### src/rtl/mri_rd_arb.sv
// Mesh Read Interface read arbiter: round-robin share of one MIM read request
// channel among CPB/TMU/PRC, read-ID allocation and response routing by ID.
module mri_rd_arb #(
  parameter int ADDR_W = 20,
  parameter int TAG_W  = 6,
  parameter int ID_W   = 4,
  parameter int DATA_W = 512
) (
  input  logic                clk,
  input  logic                rst,
  input  logic [2:0]          req_valid,
  output logic [2:0]          req_ready,
  input  logic [3*ADDR_W-1:0] req_addr,
  input  logic [3*TAG_W-1:0]  req_tag,
  output logic                mim_req_valid,
  input  logic                mim_req_ready,
  output logic [ADDR_W-1:0]   mim_req_addr,
  output logic [ID_W-1:0]     mim_req_id,
  input  logic                mim_rsp_valid,
  input  logic [ID_W-1:0]     mim_rsp_id,
  input  logic [DATA_W-1:0]   mim_rsp_data,
  output logic [2:0]          rsp_valid,
  output logic [TAG_W-1:0]    rsp_tag,
  output logic [DATA_W-1:0]   rsp_data,
  output logic [ID_W:0]       outst_cnt,
  output logic                err_spurious
);

  localparam int DEPTH = 2**ID_W;

  logic [DEPTH-1:0] free_map;
  logic [1:0]       last;
  logic [1:0]       tbl_src [DEPTH];
  logic [TAG_W-1:0] tbl_tag [DEPTH];

  logic             gnt;
  logic [1:0]       gnt_port;
  logic [ID_W-1:0]  alloc_id;
  logic             rsp_hit;
  logic [DEPTH-1:0] alloc_mask;
  logic [DEPTH-1:0] rel_mask;

  always_comb begin
    gnt      = 1'b0;
    gnt_port = '0;
    alloc_id = '0;
    for (int unsigned k = 1; k <= 3; k++) begin
      int unsigned p;
      p = (int'(last) + k) % 3;
      if (!gnt && req_valid[p]) begin
        gnt      = 1'b1;
        gnt_port = 2'(p);
      end
    end
    if ((mim_req_valid && !mim_req_ready) || (free_map == '0))
      gnt = 1'b0;
    for (int unsigned i = DEPTH; i > 0; i--) begin
      if (free_map[i-1]) alloc_id = ID_W'(i-1);
    end
    req_ready  = gnt ? (3'b001 << gnt_port) : '0;
    rsp_hit    = mim_rsp_valid && !free_map[mim_rsp_id];
    alloc_mask = gnt ? (DEPTH'(1) << alloc_id) : '0;
    rel_mask   = rsp_hit ? (DEPTH'(1) << mim_rsp_id) : '0;
  end

  // A released ID is only reselectable next cycle: allocation above sees the
  // pre-update bitmap, and a live ID can never equal the lowest free one.
  always_ff @(posedge clk or posedge rst) begin
    if (rst) begin
      free_map      <= '1;
      last          <= 2'd2;
      mim_req_valid <= 1'b0;
      mim_req_addr  <= '0;
      mim_req_id    <= '0;
      rsp_valid     <= '0;
      rsp_tag       <= '0;
      rsp_data      <= '0;
      outst_cnt     <= '0;
      err_spurious  <= 1'b0;
    end else begin
      free_map <= (free_map & ~alloc_mask) | rel_mask;
      if (gnt) begin
        last          <= gnt_port;
        mim_req_valid <= 1'b1;
        mim_req_addr  <= req_addr[gnt_port*ADDR_W +: ADDR_W];
        mim_req_id    <= alloc_id;
      end else if (mim_req_ready) begin
        mim_req_valid <= 1'b0;
      end
      rsp_valid <= rsp_hit ? (3'b001 << tbl_src[mim_rsp_id]) : '0;
      if (rsp_hit) begin
        rsp_tag  <= tbl_tag[mim_rsp_id];
        rsp_data <= mim_rsp_data;
      end
      err_spurious <= mim_rsp_valid && free_map[mim_rsp_id];
      if (gnt && !rsp_hit)
        outst_cnt <= outst_cnt + (ID_W+1)'(1);
      else if (!gnt && rsp_hit)
        outst_cnt <= outst_cnt - (ID_W+1)'(1);
    end
  end

  always_ff @(posedge clk) begin
    if (gnt) begin
      tbl_src[alloc_id] <= gnt_port;
      tbl_tag[alloc_id] <= req_tag[gnt_port*TAG_W +: TAG_W];
    end
  end

endmodule

### config.mk
export PLATFORM = sky130hd
export DESIGN_NAME = mri_rd_arb
export DESIGN_NICKNAME = d
export VERILOG_FILES = /design/src/rtl/mri_rd_arb.sv
export SDC_FILE = /design/constraint.sdc
export NUM_CORES = 1
export LEC_CHECK = 0
export ABC_AREA = 1
export ABC_CLOCK_PERIOD_IN_PS = 22600
export CAP_MARGIN = 10
export CORE_AREA = 5 5 450 452
export DETAILED_ROUTE_END_ITERATION = 10
export DIE_AREA = 0 0 455 457
export SLEW_MARGIN = 20
export SYNTH_ARGS = -nofsm -noshare
export SYNTH_HDL_FRONTEND = slang
export SYNTH_SLANG_ARGS = --single-unit
### constraint.sdc
create_clock -name clk -period 22.6 [get_ports clk]
set_input_delay 3.39 -clock clk [delete_from_list [all_inputs] [get_ports clk]]
set_output_delay 3.39 -clock clk [all_outputs]
set_load 0.005 [all_outputs]
==> run_summary.xml <==
<?xml version="1.0" encoding="UTF-8"?>
<metrics>
  <group name="run_status">
    <metric name="status" unit="">finished, final reports clean</metric>
  </group>
  <group name="global_route">
    <metric name="grt_start_max_net_pins" unit="">196</metric>
    <metric name="grt.overflow.total" unit="">0</metric>
    <metric name="number_of_antenna_violations_at_the_first_check_in_global_routing" unit="">49</metric>
    <metric name="grt_pass1_vias" unit="">25410</metric>
    <metric name="grt_util_all_layers" unit="">0.1398</metric>
    <metric name="grt_first_pass_wirelength" unit="µm">205800</metric>
  </group>
  <group name="die">
    <metric name="fp.dieW" unit="µm">455</metric>
    <metric name="floorplan.die_area" unit="µm²">207900</metric>
    <metric name="num_rows" unit="">164</metric>
    <metric name="top_level_ports" unit="">1156</metric>
    <metric name="initial_utilization" unit="">0.1375</metric>
    <metric name="core" unit="µm²">198400</metric>
    <metric name="die_h" unit="µm">457</metric>
  </group>
  <group name="layout">
    <metric name="area.sequential" unit="µm²">18130</metric>
    <metric name="synthToLayoutAreaGrowth" unit="%">64.35</metric>
    <metric name="multi_input_comb_area" unit="µm²">8208</metric>
    <metric name="filler_cells" unit="">21510</metric>
    <metric name="finalNetCount" unit="">4661</metric>
    <metric name="proportion_of_layout_cells_with_a_drive_suffix_above_1" unit="">0.04970</metric>
  </group>
  <group name="timing">
    <metric name="final-hold-violation-count" unit="">0</metric>
    <metric name="final_max_slew_viol_count" unit="">0</metric>
    <metric name="finalSetupViolations" unit="">0</metric>
    <metric name="final.hold.worst_slack" unit="ns">0.4690</metric>
    <metric name="timing_worst_slew_pin_value" unit="ns">1.189</metric>
    <metric name="finalClockSkew" unit="ns">0.02980</metric>
    <metric name="max_clock_freq" unit="GHz">0.1060</metric>
    <metric name="grt_setup_unrepaired" unit="">no</metric>
    <metric name="finalCritPeriodShare" unit="">0.4173</metric>
    <metric name="worst_slack" unit="ns">13.17</metric>
    <metric name="final_period_minus_worst_setup_slack" unit="ns">9.430</metric>
    <metric name="totalNegativeSetupSlack" unit="ns">0</metric>
    <metric name="worst_slew_margin_rel" unit="">0.2074</metric>
  </group>
  <group name="synthesis">
    <metric name="synth.largest_area_cell" unit="">sky130_fd_sc_hd__dfrtp_1</metric>
    <metric name="syn_nets" unit="">3540</metric>
    <metric name="cell_with_the_most_instances_after_synthesis" unit="">sky130_fd_sc_hd__nand2_1</metric>
    <metric name="ys_seq_area_frac" unit="">0.6644</metric>
    <metric name="post_synth_num_cell_types" unit="">42</metric>
    <metric name="ys_warn_count" unit="">0</metric>
    <metric name="synth-seq-cells" unit="">698</metric>
    <metric name="syn-instance-count" unit="">2932</metric>
    <metric name="synth_top_flop_cell" unit="">sky130_fd_sc_hd__dfrtp_1</metric>
    <metric name="synth_top_cells_by_area" unit="">sky130_fd_sc_hd__dfrtp_1 51%, sky130_fd_sc_hd__nand2_1 24%, sky130_fd_sc_hd__edfxtp_1 14%</metric>
    <metric name="number_of_synthesized_flops_with_an_enable_pin" unit="">128</metric>
    <metric name="synthesis.area_per_instance" unit="µm²">9.306</metric>
    <metric name="synthArstFlopShare" unit="">0.8166</metric>
    <metric name="netlist.area_leader.share" unit="">0.5072</metric>
    <metric name="post_synth_most_frequent_cells" unit="">1,742 x sky130_fd_sc_hd__nand2_1, 553 x sky130_fd_sc_hd__dfrtp_1, 128 x sky130_fd_sc_hd__edfxtp_1</metric>
    <metric name="mappedNetlistArea" unit="µm²">27290</metric>
  </group>
  <group name="critical_path">
    <metric name="worst-setup-path-type" unit="">primary input to primary output</metric>
    <metric name="critical-path-max-stage-delay" unit="ns">0.62</metric>
    <metric name="worstPathMaxFanout" unit="">29</metric>
    <metric name="crit_buf_inv" unit="">6</metric>
    <metric name="path_delay_family" unit="">buffers and inverters</metric>
    <metric name="critical_path.slowest_cell" unit="">sky130_fd_sc_hd__clkdlybuf4s50_1</metric>
    <metric name="worst_setup_path_start_kind" unit="">primary input</metric>
    <metric name="end_kind" unit="">primary output</metric>
    <metric name="cp_cell_sequence" unit="">clkdlybuf4s50_1, inv_1, a21oi_1, o21ai_1, nand2_1, inv_2, nand3_1, nand2_1, inv_1, o21ai_2, buf_4, nor2_4, clkdlybuf4s50_1</metric>
    <metric name="worstPathRequired" unit="ns">19.21</metric>
    <metric name="arrival" unit="ns">6.04</metric>
  </group>
  <group name="run">
    <metric name="max_cap_viol_count" unit="">0</metric>
  </group>
  <group name="routing">
    <metric name="totalWireLength" unit="µm">152400</metric>
    <metric name="drtPass1Iterations" unit="">5</metric>
    <metric name="detailroute.via_count" unit="">25090</metric>
    <metric name="via_per_inst" unit="">3.692</metric>
    <metric name="residual_drc" unit="">0</metric>
    <metric name="avgRoutedWirePerCell" unit="µm">22.42</metric>
    <metric name="drt.antenna.violating_nets" unit="">0</metric>
    <metric name="violation_count_after_the_first_detailed_route_iteration" unit="">1855</metric>
  </group>
  <group name="place">
    <metric name="hpwlAfterDp" unit="µm">119600</metric>
    <metric name="port_buffers" unit="">1155</metric>
    <metric name="final_wtd_congestion" unit="">0.9584</metric>
    <metric name="detailedPlace.worstSlack" unit="ns">13.09</metric>
  </group>
  <group name="clock_tree">
    <metric name="cts_resized" unit="">0</metric>
    <metric name="cts_htree_levels" unit="">3</metric>
    <metric name="cts_made_buffers" unit="">87</metric>
    <metric name="tritoncts" unit="">yes</metric>
    <metric name="max-clock-path-buffers" unit="">3</metric>
    <metric name="cts_post_setup_buffers_inserted" unit="">0</metric>
    <metric name="clk-insertion-delay-late" unit="ns">0.71</metric>
    <metric name="holdBufCountCts" unit="">0</metric>
    <metric name="cts-root-buf" unit="">sky130_fd_sc_hd__clkbuf_16</metric>
    <metric name="cts.sinks" unit="">698</metric>
    <metric name="clk_pin_slew" unit="ns">0.06</metric>
  </group>
  <group name="pwr">
    <metric name="max-vdd-ir-drop" unit="µV">69.88</metric>
    <metric name="power.leakage" unit="µW">0.02000</metric>
    <metric name="power_density" unit="nW/µm²">117.9</metric>
    <metric name="report.power.total" unit="µW">5289</metric>
  </group>
  <group name="hold_path">
    <metric name="min-delay-path-class" unit="">register to register</metric>
  </group>
</metrics>
flip-flops by register name, indices dropped and copies added, names as in the netlist:
register       count
rsp_tag            6
free_map          16
tbl_src           32
outst_cnt          5
mim_req_addr      20
last               2
mim_req_valid      1
rsp_valid          3
rsp_data         512
err_spurious       1
tbl_tag           96
mim_req_id         4
layer usage:
| metal | vias up | wire length, µm | global-route usage |
|---|---|---|---|
| li1 | 11470 | - | - |
| met1 | 12250 | 60720 | 0.1664 |
| met2 | 1140 | 70110 | 0.2260 |
| met3 | 221 | 15760 | 0.05396 |
| met4 | 14 | 5685 | 0.05584 |
| met5 | - | 90 | 0 |
worst register-to-register path: cells and delay by family, from the launching register on:
kind | cells | cell delay (ns)
simple gates | 3 | 0.83
buf+inv | 4 | 2.39
compound gates | 2 | 0.61
flops | 1 | 0.37
cell families (layout without fill, tap and decap cells):
family / count (synthesis) / in the layout / share of synthesized area
other: 0 / 15 / 0
AOI/OAI and AO/OA: 127 / 127 / 0.03100
xor gates and xnor gates: 2 / 2 / 0.0006421
buffers and inverters: 216 / 1409 / 0.03508
and+or+nand+nor: 1882 / 1882 / 0.2654
adders and majority gates: 7 / 7 / 0.003485
DFF: 698 / 698 / 0.6644
metrics by stage:
stage	cells	utilization	area, µm²
after detailed placement	6620	0.2103	41720
after floorplan	2932	-	27290
after global placement	6620	0.2103	41720
final	6796	0.2260	44850
after CTS	6781	0.2258	44810
after global routing	6790	0.2259	44830
placed cells by master (no fill, tap or decap), types with 5 or more instances in the layout:
master / synthesis / routed
sky130_fd_sc_hd__a21oi_1: 8 / 8
sky130_fd_sc_hd__a22oi_1: 52 / 52
sky130_fd_sc_hd__a31oi_1: 17 / 17
sky130_fd_sc_hd__buf_4: 9 / 19
sky130_fd_sc_hd__bufinv_16: 0 / 11
sky130_fd_sc_hd__clkbuf_1: 61 / 12
sky130_fd_sc_hd__clkbuf_16: 0 / 88
sky130_fd_sc_hd__clkbuf_8: 0 / 14
sky130_fd_sc_hd__clkdlybuf4s50_1: 0 / 1155
sky130_fd_sc_hd__clkinv_2: 0 / 18
sky130_fd_sc_hd__clkinv_4: 0 / 5
sky130_fd_sc_hd__dfrtp_1: 553 / 553
sky130_fd_sc_hd__dfstp_2: 17 / 17
sky130_fd_sc_hd__diode_2: 0 / 15
sky130_fd_sc_hd__edfxtp_1: 128 / 128
sky130_fd_sc_hd__ha_1: 6 / 6
sky130_fd_sc_hd__inv_1: 58 / 57
sky130_fd_sc_hd__inv_2: 10 / 9
sky130_fd_sc_hd__nand2_1: 1742 / 1742
sky130_fd_sc_hd__nand3_1: 69 / 69
sky130_fd_sc_hd__nand4_1: 19 / 19
sky130_fd_sc_hd__nor2_1: 35 / 35
sky130_fd_sc_hd__nor3_1: 7 / 7
sky130_fd_sc_hd__o21ai_0: 22 / 22
sky130_fd_sc_hd__o21ai_1: 6 / 6
layout make-up:
| type | count | area share |
|---|---|---|
| Inverter | 70 | 0.006194 |
| Multi-Input combinational cell | 2018 | 0.1830 |
| Tap cell | 2656 | 0.07410 |
| Timing Repair Buffer | 1178 | 0.2628 |
| Antenna cell | 15 | 0.0008370 |
| Clock inverter | 47 | 0.01442 |
| Sequential cell | 698 | 0.4042 |
| Clock buffer | 114 | 0.05441 |
final timing paths:
check,start,to,slack (ns),depth (start not counted)
worst min-delay path,outst_cnt[4],outst_cnt[4],0.47,1
worst max register to register,free_map[11],rsp_data[73],18.35,9
worst min register to register,outst_cnt[4],outst_cnt[4],0.47,1
worst max-delay path,req_valid[1],req_ready[0],13.17,13
max in group asynchronous,rst,rsp_data[450],16.46,5
min in group asynchronous,rst,mim_req_addr[17],3.06,2
report_power, final:
group	internal, µW	switching, µW
clock network	895	611
logic	803	1010
registers	1740	230
total	3440	1850
No activity file was read; power rests on OpenSTA's default activity.
